`config.mk`:
```
export PLATFORM = sky130hd
export DESIGN_NAME = fetch_unit
export DESIGN_NICKNAME = d
export VERILOG_FILES = /design/src/rtl/riscv_pkg.sv /design/src/rtl/fetch_queue.sv /design/src/rtl/fetch_unit.sv
export SDC_FILE = /design/constraint.sdc
export NUM_CORES = 1
export LEC_CHECK = 0
export CAP_MARGIN = 20
export CORE_MARGIN = 2
export CORE_UTILIZATION = 35
export CTS_CLUSTER_DIAMETER = 50
export CTS_CLUSTER_SIZE = 14
export DETAILED_ROUTE_END_ITERATION = 7
export GPL_TIMING_DRIVEN = 0
export PLACE_DENSITY = 0.7
export SLEW_MARGIN = 10
export SYNTH_ARGS = -nofsm -noshare
export SYNTH_HDL_FRONTEND = slang
export SYNTH_SLANG_ARGS = --single-unit
```
`constraint.sdc`:
```
create_clock -name clk -period 3.8 [get_ports clk]
set_input_delay 0.38 -clock clk [delete_from_list [all_inputs] [get_ports clk]]
set_output_delay 0.38 -clock clk [all_outputs]
set_load 0.02 [all_outputs]
```
`src/rtl/riscv_pkg.sv`:
```
// Shared RISC-V pipeline definitions: default data width, the canonical NOP
// and the fetch queue entry layout.
package riscv_pkg;

    localparam int XLEN = 32;
    localparam logic [31:0] NOP_INSTR = 32'h0000_0013;

    typedef struct packed {
        logic [XLEN-1:0] pc;
        logic [XLEN-1:0] instr;
    } fetch_entry_t;

endpackage

```
`src/rtl/fetch_queue.sv`:
```
// Small first-word-fall-through FIFO of fetched {pc, instr} entries; the head
// is the IF/ID register. A flush empties it and wins over a same-cycle push.
module fetch_queue
    import riscv_pkg::*;
#(
    parameter int DEPTH = 2,
    localparam int PW = (DEPTH > 1) ? $clog2(DEPTH) : 1,
    localparam int CW = $clog2(DEPTH + 1)
) (
    input  logic         clk,
    input  logic         reset,
    input  logic         push,
    input  fetch_entry_t push_entry,
    input  logic         pop,
    input  logic         flush,
    output logic [CW-1:0] count,
    output fetch_entry_t head
);

    fetch_entry_t    mem_q [DEPTH];
    logic [PW-1:0]   rd_ptr_q;
    logic [PW-1:0]   wr_ptr_q;
    logic [CW-1:0]   count_q;
    logic            do_push;
    logic            do_pop;

    assign do_pop  = pop && (count_q != '0);
    assign do_push = push && ((count_q != CW'(DEPTH)) || do_pop);

    // Storage is not reset: stale slots are never visible because count gates them.
    always_ff @(posedge clk) begin
        if (do_push) begin
            mem_q[wr_ptr_q] <= push_entry;
        end
    end

    always_ff @(posedge clk) begin
        if (reset || flush) begin
            rd_ptr_q <= '0;
            wr_ptr_q <= '0;
            count_q  <= '0;
        end else begin
            if (do_push) begin
                wr_ptr_q <= wr_ptr_q + PW'(1);
            end
            if (do_pop) begin
                rd_ptr_q <= rd_ptr_q + PW'(1);
            end
            count_q <= count_q + CW'(do_push) - CW'(do_pop);
        end
    end

    assign count = count_q;
    assign head  = mem_q[rd_ptr_q];

endmodule

```
`src/rtl/fetch_unit.sv`:
```
// Instruction-fetch stage: owns the fetch PC, keeps at most one memory request
// in flight and feeds decode from fetch_queue. FETCH_PERF_EN adds push/drop counters.
module fetch_unit #(
    parameter int              XLEN     = riscv_pkg::XLEN,
    parameter int              DEPTH    = 2,
    parameter logic [XLEN-1:0] RESET_PC = '0
) (
    input  logic            clk,
    input  logic            reset,
    output logic            imem_req,
    output logic [XLEN-1:0] imem_addr,
    input  logic            imem_ready,
    input  logic            imem_rvalid,
    input  logic [XLEN-1:0] imem_rdata,
    input  logic            PCSrcE,
    input  logic [XLEN-1:0] PCTargetE,
    input  logic            StallD,
    output logic            ValidD,
    output logic [XLEN-1:0] InstrD,
    output logic [XLEN-1:0] PCD,
    output logic [XLEN-1:0] PCPlus4D
`ifdef FETCH_PERF_EN
    ,
    output logic [31:0]     FetchCount,
    output logic [31:0]     DropCount
`endif
);

    import riscv_pkg::*;

    localparam int CW = $clog2(DEPTH + 1);

    logic [XLEN-1:0] fetch_pc_q, fetch_pc_d;
    logic [XLEN-1:0] req_pc_q, req_pc_d;
    logic            outstanding_q, outstanding_d;
    logic            discard_q, discard_d;

    logic [CW-1:0]   count;
    fetch_entry_t    head;
    fetch_entry_t    push_entry;
    logic [CW:0]     occupancy;
    logic            valid, pop, req, accept, resp, drop, push;

    assign valid = (count != '0);
    assign pop   = valid && !StallD && !PCSrcE;

    // Slots already claimed by queued entries plus the one in flight, net of this cycle's pop.
    assign occupancy = {1'b0, count} + (CW+1)'(outstanding_q) - (CW+1)'(pop);

    assign req    = !reset && !PCSrcE && (!outstanding_q || imem_rvalid)
                    && (occupancy < (CW+1)'(DEPTH));
    assign accept = req && imem_ready;
    assign resp   = imem_rvalid && outstanding_q;
    assign drop   = resp && (discard_q || PCSrcE);
    assign push   = resp && !drop;

    assign push_entry = '{pc: req_pc_q, instr: imem_rdata};

    always_comb begin
        fetch_pc_d    = fetch_pc_q;
        req_pc_d      = req_pc_q;
        outstanding_d = outstanding_q;
        discard_d     = discard_q;

        if (PCSrcE) begin
            fetch_pc_d = PCTargetE & ~XLEN'(3);
        end else if (accept) begin
            fetch_pc_d = fetch_pc_q + XLEN'(4);
        end

        if (accept) begin
            req_pc_d      = fetch_pc_q;
            outstanding_d = 1'b1;
        end else if (resp) begin
            outstanding_d = 1'b0;
        end

        // A redirect orphans an in-flight request whose data has not yet come back.
        if (resp) begin
            discard_d = 1'b0;
        end else if (PCSrcE && outstanding_q) begin
            discard_d = 1'b1;
        end
    end

    always_ff @(posedge clk) begin
        if (reset) begin
            fetch_pc_q    <= RESET_PC;
            req_pc_q      <= '0;
            outstanding_q <= 1'b0;
            discard_q     <= 1'b0;
        end else begin
            fetch_pc_q    <= fetch_pc_d;
            req_pc_q      <= req_pc_d;
            outstanding_q <= outstanding_d;
            discard_q     <= discard_d;
        end
    end

    fetch_queue #(
        .DEPTH(DEPTH)
    ) u_queue (
        .clk       (clk),
        .reset     (reset),
        .push      (push),
        .push_entry(push_entry),
        .pop       (pop),
        .flush     (PCSrcE),
        .count     (count),
        .head      (head)
    );

    assign imem_req  = req;
    assign imem_addr = fetch_pc_q;
    assign ValidD    = valid;
    assign InstrD    = valid ? head.instr : NOP_INSTR;
    assign PCD       = valid ? head.pc : '0;
    assign PCPlus4D  = valid ? head.pc + XLEN'(4) : '0;

`ifdef FETCH_PERF_EN
    logic [31:0] fetch_count_q;
    logic [31:0] drop_count_q;

    always_ff @(posedge clk) begin
        if (reset) begin
            fetch_count_q <= '0;
            drop_count_q  <= '0;
        end else begin
            if (push) begin
                fetch_count_q <= fetch_count_q + 32'd1;
            end
            if (drop) begin
                drop_count_q <= drop_count_q + 32'd1;
            end
        end
    end

    assign FetchCount = fetch_count_q;
    assign DropCount  = drop_count_q;
`endif

endmodule

```
=== After elaboration in Yosys (flattened, before gate mapping) ===
Memory sizes are Yosys's and may differ from the RTL's. A register that Yosys moved wholly into a read port is not among the register bits.
Cells that the tools add are included.

* Register bits after elaboration: 70
* RAM bits: 128
* Input port bits: 70
* Output and inout bits: 130
* Logic and storage cells: 56
* Memories: 1

* Add/subtract/negate cells: 8
* Order comparisons: 1
* Equality and inequality tests: 1
* Mux-type cells: 11
* Reductions and logical operators: 26

{| class="wikitable"
|+ Memory list
! memory !! depth !! bits a word !! read ports !! clocked after memory_dff !! write ports !! line !! RTL
|-
| u_queue.mem_q || 2 || 64 || 1 || 1 || 1 || fetch_queue.sv:20 || <nowiki>fetch_entry_t mem_q [DEPTH];</nowiki>
|}

{| class="wikitable"
|+ Operators by type and width
! cell !! count
|-
| $mux W32 || 5
|-
| $add A32 B3 Y32 const B || 2
|-
| $logic_and A1 B1 Y1 || 12
|-
| $mux W1 || 6
|-
| $reduce_bool A2 Y1 || 3
|-
| $logic_not A1 Y1 || 5
|-
| $logic_or A1 B1 Y1 || 4
|-
| $reduce_or A2 Y1 || 2
|-
| $add A2 B1 Y3 || 1
|-
| $lt A3 B2 Y1 const B || 1
|-
| $sub A3 B1 Y3 || 1
|-
| $add A1 B1 Y1 const B || 2
|-
| $add A2 B1 Y2 || 1
|-
| $ne A2 B2 Y1 const B || 1
|-
| $sub A2 B1 Y2 || 1
|}

=== Longest topological paths before layout ===
* Depth in word-level cells: 9
* Gate-level depth with buffers: 12
* Depth with buffers taken out: 10

=== Modules after synthesis ===
From an unflattened synthesis, not the netlist that was laid out.

* Cells, all modules: 793
* Area, all modules: 9263.9 sq um

{| class="wikitable"
|+ Modules (own cells, without submodules)
! module !! instances !! cells each !! area each (sq um) !! sequential area each (sq um)
|-
| fetch_queue || 1 || 224 || 5163.7 || 3943.8
|-
| fetch_unit || 1 || 569 || 4100.2 || 1241.2
|}

=== Least setup slack after synthesis ===
No wires, ideal clock.

* Path kind: in2reg
* Start point: input PCSrcE
* End point: memory u_queue.mem_q[0][0] (netlist bit), enable pin
* Arrival: 3617 ps
* Data required time: 3310 ps
* Setup slack: -307 ps
* Cell stages on the path: 4
* Buffers on the path: 0
* Path through: nor2_1 nand3_1 a31oi_1 nor2b_1

* Cells in the longest elaborated chain, start to end: 7

{| class="wikitable"
|+ Ends and longest elaborated chain
! item !! line !! RTL
|-
| start, declared || fetch_unit.sv:15 || <nowiki>input logic PCSrcE,</nowiki>
|-
| $logic_or A1 B1 Y1 / $logic_not A1 Y1 (equally long branches) || fetch_unit.sv:54, fetch_unit.sv:45 ||
|-
| $logic_and A1 B1 Y1 (on tied branches) || fetch_unit.sv:54, fetch_unit.sv:45 ||
|-
| $logic_not A1 Y1 / $logic_and A1 B1 Y1 (equally long branches) || fetch_unit.sv:55, fetch_queue.sv:27 ||
|-
| $logic_and A1 B1 Y1 / $logic_or A1 B1 Y1 (equally long branches) || fetch_unit.sv:55, fetch_queue.sv:28 ||
|-
| $logic_and A1 B1 Y1 * || fetch_queue.sv:28 || <nowiki>assign do_push = push && ((count_q != CW'(DEPTH)) || do_pop);</nowiki>
|-
| net u_queue.do_push || fetch_queue.sv:24 || <nowiki>logic do_push;</nowiki>
|-
| $mux W1 * || fetch_queue.sv:32 || <nowiki>if (do_push) begin</nowiki>
|-
| $mux W1 (implied by the code) * || fetch_queue.sv:33 || <nowiki>mem_q[wr_ptr_q] <= push_entry;</nowiki>
|-
| end, declared || fetch_queue.sv:20 ||
|}

The timed path passes the listed nets; every way through them passes the cells marked *.

==> flow_metrics.tcl <==
set metrics [dict create \
    crit_path_start_kind "flop" \
    min_period_ps 3640 \
    routed_wl_um 26100 \
    synth_seq_area_share_pct 57.7 \
    numCtsBuffers 17 \
    fin_util_pct 48.6 \
    cts_tree "yes" \
    antenna_found_initial 0 \
    final.setup.tns_ps 0 \
    grt_max_degree 33 \
    cp_max_fo 10 \
    fmax_mhz 275 \
    root_buffer "clkbuf_16" \
    port-buffer-count 190 \
    layout_common_cells "clkdlybuf4s50_1, edfxtp_1, nand2_1" \
    finClkSkew_ps 11.6 \
    period_share_pct 95.8 \
    core_area_sq_mm 0.0245 \
    clkLatencyLatePin_ps 430 \
    grt_pass1_wl_um 38800 \
    dieHeight_um 162 \
    fin_cells 1390 \
    first_global_vias 6816 \
    yosysUniqueCellTypes 57 \
    ant_nets 0 \
    grt_overflow 0 \
    cts_sinks 191 \
    drv_slew 0 \
    layout_commonest_cell "clkdlybuf4s50_1" \
    ys_warn_count 0 \
    power-per-cell-area_mw_per_mm2 375 \
    maxCapViolations 0 \
    grt_use_total_pct 19.2 \
    avgViaCountPerCell 5.27 \
    setup_violations 0 \
    slew_headroom_pct 54.9 \
    drc_errors 0 \
    worst_ep_required_time_ps 3420 \
    syn_to_final_growth_pct 35.5 \
    dieArea_sq_mm 0.0264 \
    vdd.ir_drop.worst_v 0.000307 \
    rows 57 \
    antenna_cells 0 \
    path_class "flop to primary output" \
    path_clk_slew_ps 70 \
    synthArstFlopShare_pct 0 \
    first_pass_iters 5 \
    initialDrtViolationCount 660 \
    setup_ws_ps 159 \
    outcome "complete, no violations" \
    crit_arrival_ps 3260 \
    syn_area_per_cell_sq_um 10.6 \
    post-place-ws_ps -479 \
    wl_per_cell_um 18.8 \
    boundaryPins 200 \
    clock_path_buffers 2 \
    fin_hold_ws_ps 430 \
    initial_core_util_pct 35.9 \
    grt_setup_unrepaired "no" \
    ys_ff_latch 191 \
    dp_hpwl_um 19500 \
    die_x_um 162 \
    final_layout_size_suffix_gt1_share_pct 8.26 \
    synth-edff-count 124 \
    dp_cells 1352 \
    hold_class "primary input to flop" \
    hold_viol 0 \
    synthFlopType "edfxtp_1" \
    htree_levels 4 \
    gp_congestion 0.885 \
    tightest_slew_ps 676 \
    vias 7319 \
    crit_path_end_kind "primary output" \
    num-nets-final 1129 \
    synthCells 830 \
    p_leak_uw 0.00382 \
    syn_area_sq_mm 0.00878 \
]
## flip-flops by register name (all words and copies together) (netlist names), named ones only
register and cells:
u_queue.rd_ptr_q 1, req_pc_q 30, outstanding_q 1, imem_addr 30, discard_q 1, u_queue.count 2
u_queue.mem_q 124, u_queue.wr_ptr_q 1
## where the power goes
part | switching (uW) | internal (uW) | leakage (uW)
combinational | 147 | 138 | 0.00176
clock | 783 | 1120 | 0.000303
sequential | 44.8 | 2230 | 0.00176
total | 975 | 3490 | 0.00382
## final cells by class
cell class	instances	area, sq um
fill	2239	12600
sequential	191	5070
multi-input combinational	578	3500
timing repair buffer	199	1980
clock buffer	22	487
tap	324	405
buffer	53	256
clock inverter	10	146
inverter	13	48.8
## worst paths after layout
kind	startpoint	to	slack (ps)	depth (start not counted)
worst max-delay path	flop	PCPlus4D[8]	160	12
worst max register to register	u_queue.count[1]$_SDFF_PP0_	req_pc_q[17]$_SDFFE_PP0P_	290	11
worst min register to register	req_pc_q[15]$_SDFFE_PP0P_	u_queue.mem_q[0][47]$_DFFE_PP_	460	0
worst min-delay path	reset	imem_addr[28]$_SDFFE_PP0P_	430	3
## cell usage after synthesis, types with 3 or more instances
cell type / instances / share of area, %
a31oi_1: 10 / 0.71
o31ai_1: 4 / 0.34
and2_1: 7 / 0.50
xnor2_1: 13 / 1.3
o311ai_0: 6 / 0.60
mux2i_1: 57 / 6.5
xor2_1: 8 / 0.80
nand4_1: 22 / 1.6
clkbuf_1: 28 / 1.2
nor4_1: 8 / 0.57
nor2b_1: 4 / 0.29
nor2_1: 82 / 3.5
or4_1: 4 / 0.34
and3_1: 6 / 0.43
o211ai_1: 5 / 0.43
and4_1: 3 / 0.30
nand2b_1: 5 / 0.36
buf_2: 10 / 0.57
buf_4: 7 / 0.60
a22oi_1: 6 / 0.51
or3_1: 8 / 0.57
ha_1: 5 / 0.71
mux2_2: 10 / 1.3
nand3b_1: 11 / 0.94
nand2_1: 122 / 5.2
a21oi_1: 63 / 3.6
nand3_1: 34 / 1.9
nor4_2: 3 / 0.43
o21ai_0: 15 / 0.86
o31a_1: 4 / 0.40
buf_1: 8 / 0.34
dfxtp_1: 67 / 15
inv_1: 11 / 0.47
nand4b_1: 4 / 0.40
edfxtp_1: 124 / 42
nor3_1: 16 / 0.91
a211oi_1: 3 / 0.26
o22ai_1: 3 / 0.21
## cells by family after synthesis
kind of cell,count (synthesis),share of synthesized area [%]
simple gates,342,18.6
mux,67,7.78
flops,191,57.7
xor+xnor,21,2.10
fa+ha+maj,6,0.941
other cells,1,0.0427
buf+inv,66,3.26
compound gates,136,9.58
## metal layers
layer | wire [um] | vias to the layer above | share of wire (%) | GRT usage, %
li1 | - | 3479 | - | -
met4 | 422 | 0 | 1.6 | 5.75
met1 | 11900 | 3457 | 45 | 26.9
met5 | 0 | - | 0 | 0
met3 | 2350 | 31 | 9.0 | 4.13
met2 | 11500 | 352 | 44 | 29.8
## worst max-delay path, cell delays in order (launching register included)
cell and delay, ps:
dfxtp_2 380, buf_4 200, buf_4 220, buf_4 230
mux2_2 220, ha_1 210, inv_1 110, a211oi_4 270
clkbuf_8 240, nand2_1 70, xor2_1 140, o22ai_1 190
dlygate4sd2_1 360
## metrics by stage
step | cell area (sq um) | total power, uW
final | 11900 | 4470
after global routing | 11900 | 4600
after CTS | 11900 | 4490
after detailed placement | 11200 | 2600
after global placement | 11100 | 2590
after floorplan | 8800 | 2430
## what timing repair did
item                       4_1_cts  5_1_grt
setup buffers                    4        2
pin swaps                        2        2
gates resized for setup         29       17
hold buffers                     0        0
setup endpoints to repair       37       62
No activity file was read; power rests on OpenSTA's default activity.
